File: src/rtl/msq_pkg.sv
// msq_pkg: shared FSM encoding and width helpers for matrix_skew_queue
package msq_pkg;
    typedef enum logic [1:0] {IDLE, RUN, DONE} msq_state_t;

    function automatic int ptr_w(input int depth);
        return $clog2(depth);
    endfunction

    function automatic int cnt_w(input int depth);
        return $clog2(depth) + 1;
    endfunction
endpackage

File: src/rtl/msq_lane_fifo.sv
// msq_lane_fifo: single-clock lane FIFO with fall-through read data and occupancy count
module msq_lane_fifo
    import msq_pkg::*;
#(
    parameter int WIDTH = 8,
    parameter int DEPTH = 16
) (
    input  logic                      CLK,
    input  logic                      RESET_N,
    input  logic                      clear,
    input  logic                      push,
    input  logic                      pop,
    input  logic [WIDTH-1:0]          din,
    output logic [WIDTH-1:0]          dout,
    output logic                      full,
    output logic                      empty,
    output logic [$clog2(DEPTH):0]    count
);
    localparam int PW = ptr_w(DEPTH);
    localparam int CW = cnt_w(DEPTH);

    logic [WIDTH-1:0] mem [DEPTH];
    logic [PW-1:0]    wr_ptr, rd_ptr;

    assign dout  = mem[rd_ptr];
    assign full  = count == CW'(DEPTH);
    assign empty = count == '0;

    always_ff @(posedge CLK or negedge RESET_N)
        if (!RESET_N) begin
            wr_ptr <= '0;
            rd_ptr <= '0;
            count  <= '0;
        end else if (clear) begin
            wr_ptr <= '0;
            rd_ptr <= '0;
            count  <= '0;
        end else begin
            if (push) wr_ptr <= wr_ptr + PW'(1);
            if (pop) rd_ptr <= rd_ptr + PW'(1);
            count <= count + CW'(push) - CW'(pop);
        end

    always_ff @(posedge CLK)
        if (push && !clear) mem[wr_ptr] <= din;
endmodule

File: src/rtl/matrix_skew_queue.sv
// matrix_skew_queue: lockstep-written lane FIFOs drained with diagonal skew into a systolic array
// Optional MSQ_STALL_CNT_EN adds a saturating busy-stall cycle counter output.
module matrix_skew_queue
    import msq_pkg::*;
#(
    parameter int ROWS  = 8,
    parameter int WIDTH = 8,
    parameter int DEPTH = 16,
    parameter int LEN_W = 8
) (
    input  logic                    CLK,
    input  logic                    RESET_N,
    input  logic                    flush,
    input  logic [ROWS*WIDTH-1:0]   in_data,
    input  logic                    in_valid,
    output logic                    in_ready,
    input  logic                    start,
    input  logic [LEN_W-1:0]        cfg_len,
    output logic                    start_ready,
    input  logic                    stall,
    output logic [ROWS*WIDTH-1:0]   out_data,
    output logic [ROWS-1:0]         out_valid,
    output logic                    busy,
    output logic                    tile_done,
`ifdef MSQ_STALL_CNT_EN
    output logic [31:0]             stall_cnt,
`endif
    output logic [$clog2(DEPTH):0]  level
);
    localparam int CW   = cnt_w(DEPTH);
    localparam int TW   = LEN_W + $clog2(ROWS) + 1;
    localparam int CMPW = (LEN_W > CW) ? LEN_W : CW;

    msq_state_t          state;
    logic [LEN_W-1:0]    len;
    logic [TW-1:0]       t, t_last;
    logic [ROWS-1:0]     pop, full, empty;
    logic [WIDTH-1:0]    dout [ROWS];
    logic [CW-1:0]       cnt [ROWS];
    logic [ROWS*WIDTH-1:0] pop_data;
    logic                run, push, accept;

    assign run         = state == RUN && !stall && !flush;
    assign in_ready    = &(~full | pop);
    assign push        = in_valid && in_ready && !flush;
    assign level       = cnt[0];
    assign busy        = state != IDLE;
    assign start_ready = state == IDLE && CMPW'(level) >= CMPW'(cfg_len) && cfg_len != '0 && !flush;
    assign accept      = start && start_ready;
    assign t_last      = TW'(len) + TW'(ROWS - 2);

    genvar g;
    generate
        for (g = 0; g < ROWS; g++) begin : g_lane
            // lane g drains during the window g <= t < g+L
            assign pop[g] = run && !empty[g] && t >= TW'(g) && t < TW'(g) + TW'(len);
            assign pop_data[g*WIDTH +: WIDTH] = pop[g] ? dout[g] : '0;
            msq_lane_fifo #(.WIDTH(WIDTH), .DEPTH(DEPTH)) u_fifo (
                .CLK(CLK), .RESET_N(RESET_N), .clear(flush),
                .push(push), .pop(pop[g]), .din(in_data[g*WIDTH +: WIDTH]),
                .dout(dout[g]), .full(full[g]), .empty(empty[g]), .count(cnt[g])
            );
        end
    endgenerate

    always_ff @(posedge CLK or negedge RESET_N)
        if (!RESET_N) begin
            state     <= IDLE;
            len       <= '0;
            t         <= '0;
            out_data  <= '0;
            out_valid <= '0;
            tile_done <= 1'b0;
        end else if (flush) begin
            state     <= IDLE;
            len       <= '0;
            t         <= '0;
            out_data  <= '0;
            out_valid <= '0;
            tile_done <= 1'b0;
        end else begin
            tile_done <= state == DONE;
            if (!(stall && busy)) begin
                out_valid <= pop;
                out_data  <= pop_data;
            end
            if (accept) begin
                state <= RUN;
                len   <= cfg_len;
                t     <= '0;
            end else if (state == RUN && !stall) begin
                t <= t + TW'(1);
                if (t == t_last) state <= DONE;
            end else if (state == DONE) begin
                state <= IDLE;
            end
        end

`ifdef MSQ_STALL_CNT_EN
    always_ff @(posedge CLK or negedge RESET_N)
        if (!RESET_N) stall_cnt <= '0;
        else if (flush || accept) stall_cnt <= '0;
        else if (busy && stall && stall_cnt != '1) stall_cnt <= stall_cnt + 32'd1;
`endif
endmodule
File: config.mk
export PLATFORM = sky130hd
export DESIGN_NAME = matrix_skew_queue
export DESIGN_NICKNAME = d
export VERILOG_FILES = /design/src/rtl/msq_pkg.sv /design/src/rtl/msq_lane_fifo.sv /design/src/rtl/matrix_skew_queue.sv
export SDC_FILE = /design/constraint.sdc
export NUM_CORES = 1
export LEC_CHECK = 0
export ABC_AREA = 0
export CELL_PAD_IN_SITES_DETAIL_PLACEMENT = 0
export CELL_PAD_IN_SITES_GLOBAL_PLACEMENT = 1
export CORE_AREA = 2 2 457 459
export DETAILED_ROUTE_END_ITERATION = 7
export DIE_AREA = 0 0 459 461
export PLACE_DENSITY = 0.53
export SLEW_MARGIN = 15
export SYNTH_ARGS = -nofsm -noshare
export SYNTH_HDL_FRONTEND = slang
export SYNTH_SLANG_ARGS = --single-unit
File: constraint.sdc
create_clock -name CLK -period 5.4 [get_ports CLK]
set_clock_uncertainty 0.15 [all_clocks]
set_input_delay 1.62 -clock CLK [delete_from_list [all_inputs] [get_ports CLK]]
set_output_delay 1.62 -clock CLK [all_outputs]
set_load 0.01 [all_outputs]
## Word level (Yosys, flattened, before mapping)

Memories as Yosys holds them, arrays and structs flattened.
Index checks and enable logic that the tools add are counted.

| storage, ports and cells | value |
|---|---|
| output and inout port bits | 81 |
| register bits | 199 |
| logic and storage cells | 244 |
| memories | 8 |
| RAM bits | 1024 |
| bits of input ports | 78 |

| operators by class | value |
|---|---|
| order comparisons | 17 |
| equality and inequality tests | 13 |
| bitwise operators | 2 |
| add/subtract/negate cells | 40 |
| multiplexer cells | 65 |
| reductions and logical operators | 69 |

Memory list:

| memory | words | width | rd ports | clocked after memory_dff | wr ports | line | RTL |
|---|---|---|---|---|---|---|---|
| g_lane[0].u_fifo.mem | 16 | 8 | 1 | 0 | 1 | msq_lane_fifo.sv:22 | `logic [WIDTH-1:0] mem [DEPTH];` |
| g_lane[1].u_fifo.mem | 16 | 8 | 1 | 0 | 1 | msq_lane_fifo.sv:22 |  |
| g_lane[2].u_fifo.mem | 16 | 8 | 1 | 0 | 1 | msq_lane_fifo.sv:22 |  |
| g_lane[3].u_fifo.mem | 16 | 8 | 1 | 0 | 1 | msq_lane_fifo.sv:22 |  |
| g_lane[4].u_fifo.mem | 16 | 8 | 1 | 0 | 1 | msq_lane_fifo.sv:22 |  |
| g_lane[5].u_fifo.mem | 16 | 8 | 1 | 0 | 1 | msq_lane_fifo.sv:22 |  |
| +2 memories | - | - | - | - | - | - |  |

Operators with widths:

| kind | number |
|---|---|
| two-way mux 4 bit | 32 |
| two-way mux 64 bit | 2 |
| two-way mux 8 bit | 12 |
| less-than comparator 12 x 9 -> 1 bit | 7 |
| adder 4 x 1 -> 4 bit (second input constant) | 16 |
| >= comparator 12 x 3 -> 1 bit (second input constant) | 4 |
| adder 5 x 1 -> 5 bit | 8 |
| equality test 5 bit (second input constant) | 8 |
| zero test 5 bit | 8 |
| two-way mux 5 bit | 8 |
| subtractor 5 x 1 -> 5 bit | 8 |
| adder 3 x 8 -> 9 bit (first input constant) | 4 |
| two-way mux 12 bit | 3 |
| logical AND 1 bit | 34 |
| >= comparator 12 x 1 -> 1 bit (second input constant) | 2 |
| >= comparator 12 x 2 -> 1 bit (second input constant) | 2 |
| nonzero test 2 bit | 11 |
| adder 2 x 8 -> 9 bit (first input constant) | 2 |
| adder 12 x 1 -> 12 bit (second input constant) | 1 |
| equality test 12 x 9 -> 1 bit | 1 |
| less-than comparator 12 x 8 -> 1 bit | 1 |
| zero test 1 bit | 10 |
| two-way mux 2 bit | 5 |
| adder 1 x 8 -> 9 bit (first input constant) | 1 |
| other kinds (14) | 16 |

## Depth between registers and ports, before layout

Gate-level depths: netlist (run 1).

| depth | value |
|---|---|
| depth after elaboration | 13 |
| depth in mapped cells | 24 |
| mapped depth without buffers | 22 |

## Hierarchy

A second synthesis (run 1) with hierarchy kept.

| unflattened totals | value |
|---|---|
| cell total of the unflattened synthesis | 2974 |
| area total of the unflattened synthesis | 52198.8 um2 |

Modules (own cells, without submodules):

| module | instances | area an instance (um2) | cells each | sequential area each (um2) |
|---|---|---|---|---|
| msq_lane_fifo at g_lane[1].u_fifo ... | 7 | 5774.3 | 299 | 4169.0 |
| matrix_skew_queue | 1 | 6000.8 | 579 | 2377.3 |
| msq_lane_fifo at g_lane[0].u_fifo | 1 | 5778.0 | 302 | 4169.0 |

## Worst setup path before layout (run 1)

Ideal clock, no wire load.

| timing path | value |
|---|---|
| path kind | in2reg |
| start | input stall |
| end | register g_lane[0].u_fifo.count[4] |
| buffers on the path | 1 |
| setup time | 78 ps |
| required time | 5172 ps |
| slack | -259 ps |
| data arrival time | 5431 ps |
| stages on the path | 17 |
| path through | nor3b_4 nand3_2 or4_4 a211oi_4 o211ai_2 nor4_4 and2_1 buf_2 inv_1 ha_1 inv_1 ha_1 fa_1 a21oi_1 nor2_1 or3_1 a21oi_1 |

| on the way | value |
|---|---|
| longest elaborated chain between the ends | 13 |
| elaborated cells on any way between the ends | 34 |
| those cells by class | add/sub (2); mux (1); bitwise (1); reduce/logical (30) |

Ends and longest elaborated chain:

| element | line | RTL |
|---|---|---|
| from (decl) | matrix_skew_queue.sv:20 | `input logic stall,` |
| zero test 1 bit (*) | matrix_skew_queue.sv:43 | `assign run = state == RUN && !stall && !flush;` |
| logical AND 1 bit (*) (2 in a row) | matrix_skew_queue.sv:43 |  |
| logical AND 1 bit (3 in a row) | matrix_skew_queue.sv:56 | `assign pop[g] = run && !empty[g] && t >= TW'(g) && t < TW'(g) + TW'(len);` |
| bitwise OR 8 bit | matrix_skew_queue.sv:44 | `assign in_ready = &(~full \| pop);` |
| AND reduction 8 bit | matrix_skew_queue.sv:44 |  |
| logical AND 1 bit (2 in a row) | matrix_skew_queue.sv:45 | `assign push = in_valid && in_ready && !flush;` |
| adder 5 x 1 -> 5 bit | msq_lane_fifo.sv:41 | `count <= count + CW'(push) - CW'(pop);` |
| subtractor 5 x 1 -> 5 bit (*) | msq_lane_fifo.sv:41 |  |
| two-way mux 5 bit (*) | msq_lane_fifo.sv:34 | `end else if (clear) begin` |
| to (signal assigned) | msq_lane_fifo.sv:41 |  |
| to (decl) | msq_lane_fifo.sv:17 | `output logic [$clog2(DEPTH):0] count` |

Mark *: on every way between the ends. The rest lies on a longest branch, timed or not.
A chain may end at the register's enable or synchronous reset.

## Worst setup path after layout (run 1)

| timing path | value |
|---|---|
| start | input stall |
| end | output in_ready |

| on the way | value |
|---|---|
| longest elaborated chain between the ends | 8 |
| elaborated cells on any way between the ends | 29 |
| those cells by class | bitwise (1); reduce/logical (28) |

Ends and longest elaborated chain:

| element | line | RTL |
|---|---|---|
| zero test 1 bit (*) | matrix_skew_queue.sv:43 |  |
| logical AND 1 bit (*) (2 in a row) | matrix_skew_queue.sv:43 |  |
| logical AND 1 bit (3 in a row) | matrix_skew_queue.sv:56 |  |
| bitwise OR 8 bit (*) | matrix_skew_queue.sv:44 |  |
| AND reduction 8 bit (*) | matrix_skew_queue.sv:44 |  |
| to (decl) | matrix_skew_queue.sv:16 | `output logic in_ready,` |

Marks and branches as above.

==> impl_metrics.yaml, run 1 <==
finish:
  final_util: 0.309
  drive_above_1_share: 0.260
  nNetsFinal: 3662
  syn_to_final_growth_pct: 24.3
synth:
  synth_cells: 2910
  syn_area_um2: 51400
  synth_top_family_by_area: "multiplexers"
  postSynth.asyncResetShare: 0.163
  syn_avg_cell_area_um2: 17.7
  synth_top_area_share: 0.598
  synthMuxAreaShare: 0.137
  yosysSeqAreaShare: 0.695
  yosysMostFrequentCell: "edfxtp_1"
  synthAdderAreaFrac: 0.0440
  synth-xor-area-share: 0.0169
  synth_edf_count: 1024
  yosysTopAreaCell: "edfxtp_1"
  yosysWarnings: 0
  ys_ff_latch: 1223
  synth-compound-area-share: 0.0369
  synth.area.top_cells: "edfxtp_1, mux4_2, dfrtp_1, ha_1, nor2_1"
  yosys-top-cells-count: "edfxtp_1, mux4_2, nor2_1"
  synthFlopType: "edfxtp_1"
  synth-simple-area-share: 0.0526
  syn_nets: 3164
  ys_types: 65
critical_path:
  cp_slowest_stage_delay_ns: 0.59
  cp-end-kind: "output port"
  cp_max_fo: 5
  rr_worst_depth: 26
  crit_required_ns: 3.63
  path_class: "input pin to output port"
  slowest_stage: "or4_4"
  crit_family: "simple AND/OR/NAND/NOR gates"
  path_cells: "clkdlybuf4s15_1 > buf_6 > nor3b_4 > nand3_2 > or4_4 > a211oi_4 > o211ai_2 > nor3_4 > buf_2"
  start_kind: "input pin"
  path_depth: 9
  path_buf_inv: 3
  cp.arrival_ns: 3.81
floorplanning:
  dieArea_um2: 212000
  rows: 167
  start_util: 0.249
  die_y_um: 461
  dieWidth_um: 459
  coreArea_um2: 206000
  io_pins: 159
timing:
  slew_headroom: 0.367
  setup_viol: 1
  finalCritPeriodShare: 1.03
  worstMarginPinSlew_ns: 0.949
  worst_slack_ns: -0.182
  final_max_slew_viol_count: 0
  hold_viol_final: 0
  grt_setup_unrepaired: "true"
  worst_hold_slack_ns: 0.331
  clock.fmax_mhz: 179
  period_minus_slack_ns: 5.58
global_routing:
  grt_use_total: 0.120
  grt_start_max_net_pins: 75
  antenna_found_initial: 3
  grt_pass1_wl_um: 190000
  grt_pass1_vias: 28400
  gr-total-overflow: 0
route:
  vias: 27200
  routed_wl_um: 127000
  drt_iter0_drc: 1660
  wire_per_inst_um: 20.3
  drc: 0
  vias_per_cell: 4.36
  drtAntennaViolNets: 0
  firstDrtPassIters: 5
cts:
  cts_inserted_buffers: 142
  clk_transition_reported_paths_ns: 0.06
  htreeDepth: 4
  cts.sinks: 1223
  cts_tree: "yes"
  clk_latency_ns: 0.81
  clockRootBuffer: "clkbuf_16"
  hold_buffers: 0
  cts.path.max_buffers: 3
place:
  place.gp.congestion: 0.773
  hpwl_um: 84900
  portBuffers: 158
  pre_cts_ws_ns: -1.39
flow_run:
  maxCapViolCount: 0
hold_path:
  hold_depth: 1
  min_path_type: "register to register"
outcome:
  failed_checks: "negative setup slack"
  status: "finished with violations"
pwr:
  peakVddDrop_mv: 0.290
  power_mw: 22.1
  powerDensity_nw_per_um2: 346
  p_leak_nw: 21.8
[placed cells by master, fill, tap and decap left out, types with 11 or more instances in the layout]
master / instances
a21o_1: 22
a21oi_1: 64
a21oi_2: 12
a22o_1: 64
and3_1: 48
buf_12: 36
buf_4: 284
clkbuf_1: 39
clkbuf_16: 143
clkbuf_8: 18
clkdlybuf4s50_1: 153
clkinv_1: 16
clkinv_2: 15
dfrtp_1: 189
edfxtp_1: 1024
ha_1: 159
inv_1: 89
mux2i_1: 64
mux4_2: 278
nand2_1: 121
nand2b_1: 11
nand3_1: 35
nand4_1: 19
nor2_1: 202
nor2b_1: 34
o21ai_0: 24
o221ai_1: 27
o22ai_1: 14
or3_1: 24
xnor2_1: 67
xor2_1: 29
[state kept, by name (all words and copies together), names as in the netlist]
name,count
g_lane.u_fifo.mem,1024
tile_done,1
g_lane.u_fifo.wr_ptr,32
t,12
len,8
g_lane.u_fifo.rd_ptr,32
out_valid,8
out_data,64
g_lane.u_fifo.count,40
state,2
[worst paths after layout]
kind	endpoint	slack, ns	startpoint
setup / recovery	in_ready	-0.18	stall
hold / removal	out_valid[2]$_DFFE_PN0P_	0.33	out_valid[2]$_DFFE_PN0P_
setup reg to reg	g_lane[5].u_fifo.count[4]$_DFF_PN0_	0.30	len[1]$_DFFE_PN0P_
hold reg to reg	out_valid[2]$_DFFE_PN0P_	0.33	out_valid[2]$_DFFE_PN0P_
max in group asynchronous	out_data[35]$_DFFE_PN0P_	3.47	RESET_N
min in group asynchronous	out_data[31]$_DFFE_PN0P_	0.72	RESET_N
[layer usage]
layer,vias to the layer above,global-route usage,part of all wire
met4,2,0.0345,0.022
met2,473,0.194,0.48
li1,12500,-,-
met1,14100,0.164,0.46
met3,168,0.0238,0.040
met5,-,0,0.00013
[per-stage QoR]
step                setup TNS, ns  area [µm²]  std cells
floorplan                  -0.120       51400       2910
global placement          -486.38       58600       5946
detailed placement        -455.25       58600       5946
CTS                        -0.354       63600       6211
global route               -0.324       63900       6229
finish                     -0.182       63900       6230
[final cells by class]
type | count | area, µm²
timing repair buffer | 486 | 4530
clock inverter | 60 | 757
tap | 2704 | 3380
fill | 20200 | 143000
clock buffer | 200 | 3970
antenna | 2 | 5.00
inverter | 101 | 382
sequential | 1223 | 35700
multi-input combinational | 1454 | 15100
[timing repair]
| action | CTS | global route |
|---|---|---|
| buffers inserted | 7 | 17 |
| resized for setup | 52 | 36 |
| pin swaps | 17 | 32 |
| setup endpoints to repair | 2 | 9 |
[power breakdown]
group | leakage, nW | internal, mW | switching [mW] | total [mW]
Combinational | 7.61 | 0.798 | 1.10 | 1.90
Sequential | 12.0 | 10.5 | 0.136 | 10.6
Clock | 2.28 | 5.56 | 4.03 | 9.58
Total | 21.8 | 16.9 | 5.26 | 22.1
[cell families after synthesis]
logic type	Yosys count
xor+xnor	99
fa+ha+maj	176
flops	1223
compound gates	269
buf+inv	233
simple gates	557
mux	353
(Power assumes the default switching activity.)
==> run 2: changes to the inputs <==
--- a/config.mk
+++ b/config.mk
@@ -11,7 +11,7 @@
 export CORE_AREA = 2 2 457 459
 export DETAILED_ROUTE_END_ITERATION = 7
 export DIE_AREA = 0 0 459 461
-export PLACE_DENSITY = 0.53
+export PLACE_DENSITY = 0.51
 export SLEW_MARGIN = 15
 export SYNTH_ARGS = -nofsm -noshare
 export SYNTH_HDL_FRONTEND = slang
==> constraint.sdc (replaced) <==
create_clock -name CLK -period 6 [get_ports CLK]
set_clock_uncertainty 0.15 [all_clocks]
set_input_delay 1.8 -clock CLK [delete_from_list [all_inputs] [get_ports CLK]]
set_output_delay 1.8 -clock CLK [all_outputs]
set_load 0.01 [all_outputs]
==> impl_metrics.yaml, run 2 (synthesis results as in run 1) <==
critical_path:
  rr_startpoint: "len[2]$_DFFE_PN0P_"
  cp_max_fo: 4
  path_buf_inv: 3
  cp_slowest_stage_delay_ns: 0.57
  path_cells: "clkdlybuf4s15_1 > buf_6 > nor3b_4 > nand3_4 > or4_4 > a211oi_4 > o211ai_2 > nor3_4 > buf_2"
  path_class: "input pin to output port"
  crit_family: "simple AND/OR/NAND/NOR gates"
  slowest_stage: "or4_4"
  crit_start: "stall"
  crit_required_ns: 4.05
  start_kind: "input pin"
  cp-end-kind: "output port"
  cp.arrival_ns: 3.95
pwr:
  peakVddDrop_mv: 0.265
  power_mw: 19.9
  p_leak_nw: 21.6
  powerDensity_nw_per_um2: 315
global_routing:
  grt_use_total: 0.124
  gr-total-overflow: 0
  grt_pass1_vias: 28500
  grt_pass1_wl_um: 195000
  grt_start_max_net_pins: 60
  antenna_found_initial: 4
place:
  hpwl_um: 86300
  portBuffers: 158
  place.gp.congestion: 0.785
  pre_cts_ws_ns: -1.17
hold_path:
  min_path_type: "register to register"
  hp-start: "out_valid[4]$_DFFE_PN0P_"
route:
  drt_iter0_drc: 1735
  wire_per_inst_um: 21.0
  drtAntennaViolNets: 0
  drc: 0
  vias_per_cell: 4.38
  routed_wl_um: 130000
  vias: 27100
  firstDrtPassIters: 5
finish:
  multiInputGateArea_um2: 14900
  mostFrequentLayoutCell: "edfxtp_1"
  syn_to_final_growth_pct: 22.9
  final_util: 0.306
  largest_register_ffs: 1024
  nNetsFinal: 3623
  reg_top3: "g_lane.u_fifo.mem (1024), out_data (64), g_lane.u_fifo.count (40)"
  seqCellArea_um2: 35700
  num-fill-cells: 20200
  max_flop_register: "g_lane.u_fifo.mem"
  layout_common_cells: "edfxtp_1, mux4_2, buf_4"
  drive_above_1_share: 0.240
cts:
  clk_latency_ns: 0.79
  cts.sinks: 1223
  cts_inserted_buffers: 143
  clockRootBuffer: "clkbuf_16"
  hold_buffers: 0
  cts_tree: "yes"
  cts.path.max_buffers: 3
  htreeDepth: 4
  clk_transition_reported_paths_ns: 0.05
timing:
  finalCritPeriodShare: 0.983
  hold_viol_final: 0
  worst_slack_ns: 0.103
  worst_hold_slack_ns: 0.327
  final_max_slew_viol_count: 0
  setup_viol: 0
  worstMarginPinSlew_ns: 0.933
  clock.fmax_mhz: 170
  slew_headroom: 0.378
  period_minus_slack_ns: 5.90
floorplanning:
  start_util: 0.249
  coreArea_um2: 206000
  dieArea_um2: 212000
  rows: 167
  dieWidth_um: 459
  io_pins: 159
  die_y_um: 461
outcome:
  status: "finished clean"
flow_run:
  maxCapViolCount: 0
run 2: layout make-up:
type,instances,area share
well taps,2704,0.0535
clock inverters,60,0.0104
diodes,3,0.000119
repair buffers,446,0.0652
inverters,101,0.00600
multi-input cells,1454,0.236
clock buffers,204,0.0635
flip-flops and latches,1223,0.566
run 2: stage by stage:
step                      instances  TNS [ns]  cell area, µm²
after detailed placement       5918     -5.76           58300
after floorplan                2910         0           51400
after global placement         5918     -2.90           58300
final                          6195         0           63200
after global routing           6193  -0.00741           63200
after CTS                      6189         0           63100
run 2: report_power, final:
group | switching [mW] | internal [mW] | leakage, nW
registers | 0.121 | 9.46 | 12.0
logic | 0.991 | 0.703 | 7.34
clock network | 3.54 | 5.08 | 2.26
run 2: timing repair:
| action | 4_1_cts | 5_1_grt |
|---|---|---|
| setup buffers | 8 | 3 |
| setup endpoints to repair | 1 | 1 |
| resized for setup | 32 | 14 |
| pin swaps | 9 | 13 |
run 2: layer usage:
layer | routed length [µm] | vias to the layer above | GRT usage
li1 | - | 12400 | -
met1 | 60200 | 14100 | 0.169
met2 | 62400 | 432 | 0.199
met3 | 4620 | 179 | 0.0239
met4 | 2990 | 4 | 0.0359
met5 | 28 | - | 0
run 2: path summary, 6_finish.rpt:
check	endpoint	slack [ns]	cells past startpoint
hold / removal	out_valid[4]$_DFFE_PN0P_	0.33	2
hold reg to reg	out_valid[4]$_DFFE_PN0P_	0.33	2
max in group asynchronous	g_lane[1].u_fifo.rd_ptr[0]$_DFFE_PN0P_	3.78	2
min in group asynchronous	out_data[26]$_DFFE_PN0P_	0.79	1
setup / recovery	in_ready	0.10	9
setup reg to reg	g_lane[5].u_fifo.count[4]$_DFF_PN0_	0.77	24
run 2: worst reg2reg max path: cells and delay by family, from the launching register on:
kind / cells / cell delay (ns)
flip-flops: 1 / 0.38
AO/OA/AOI/OAI: 6 / 1.41
AND/OR/NAND/NOR: 6 / 0.84
XOR/XNOR: 1 / 0.12
buffers and inverters: 7 / 1.06
adder cells (fa/ha/maj): 4 / 1.23
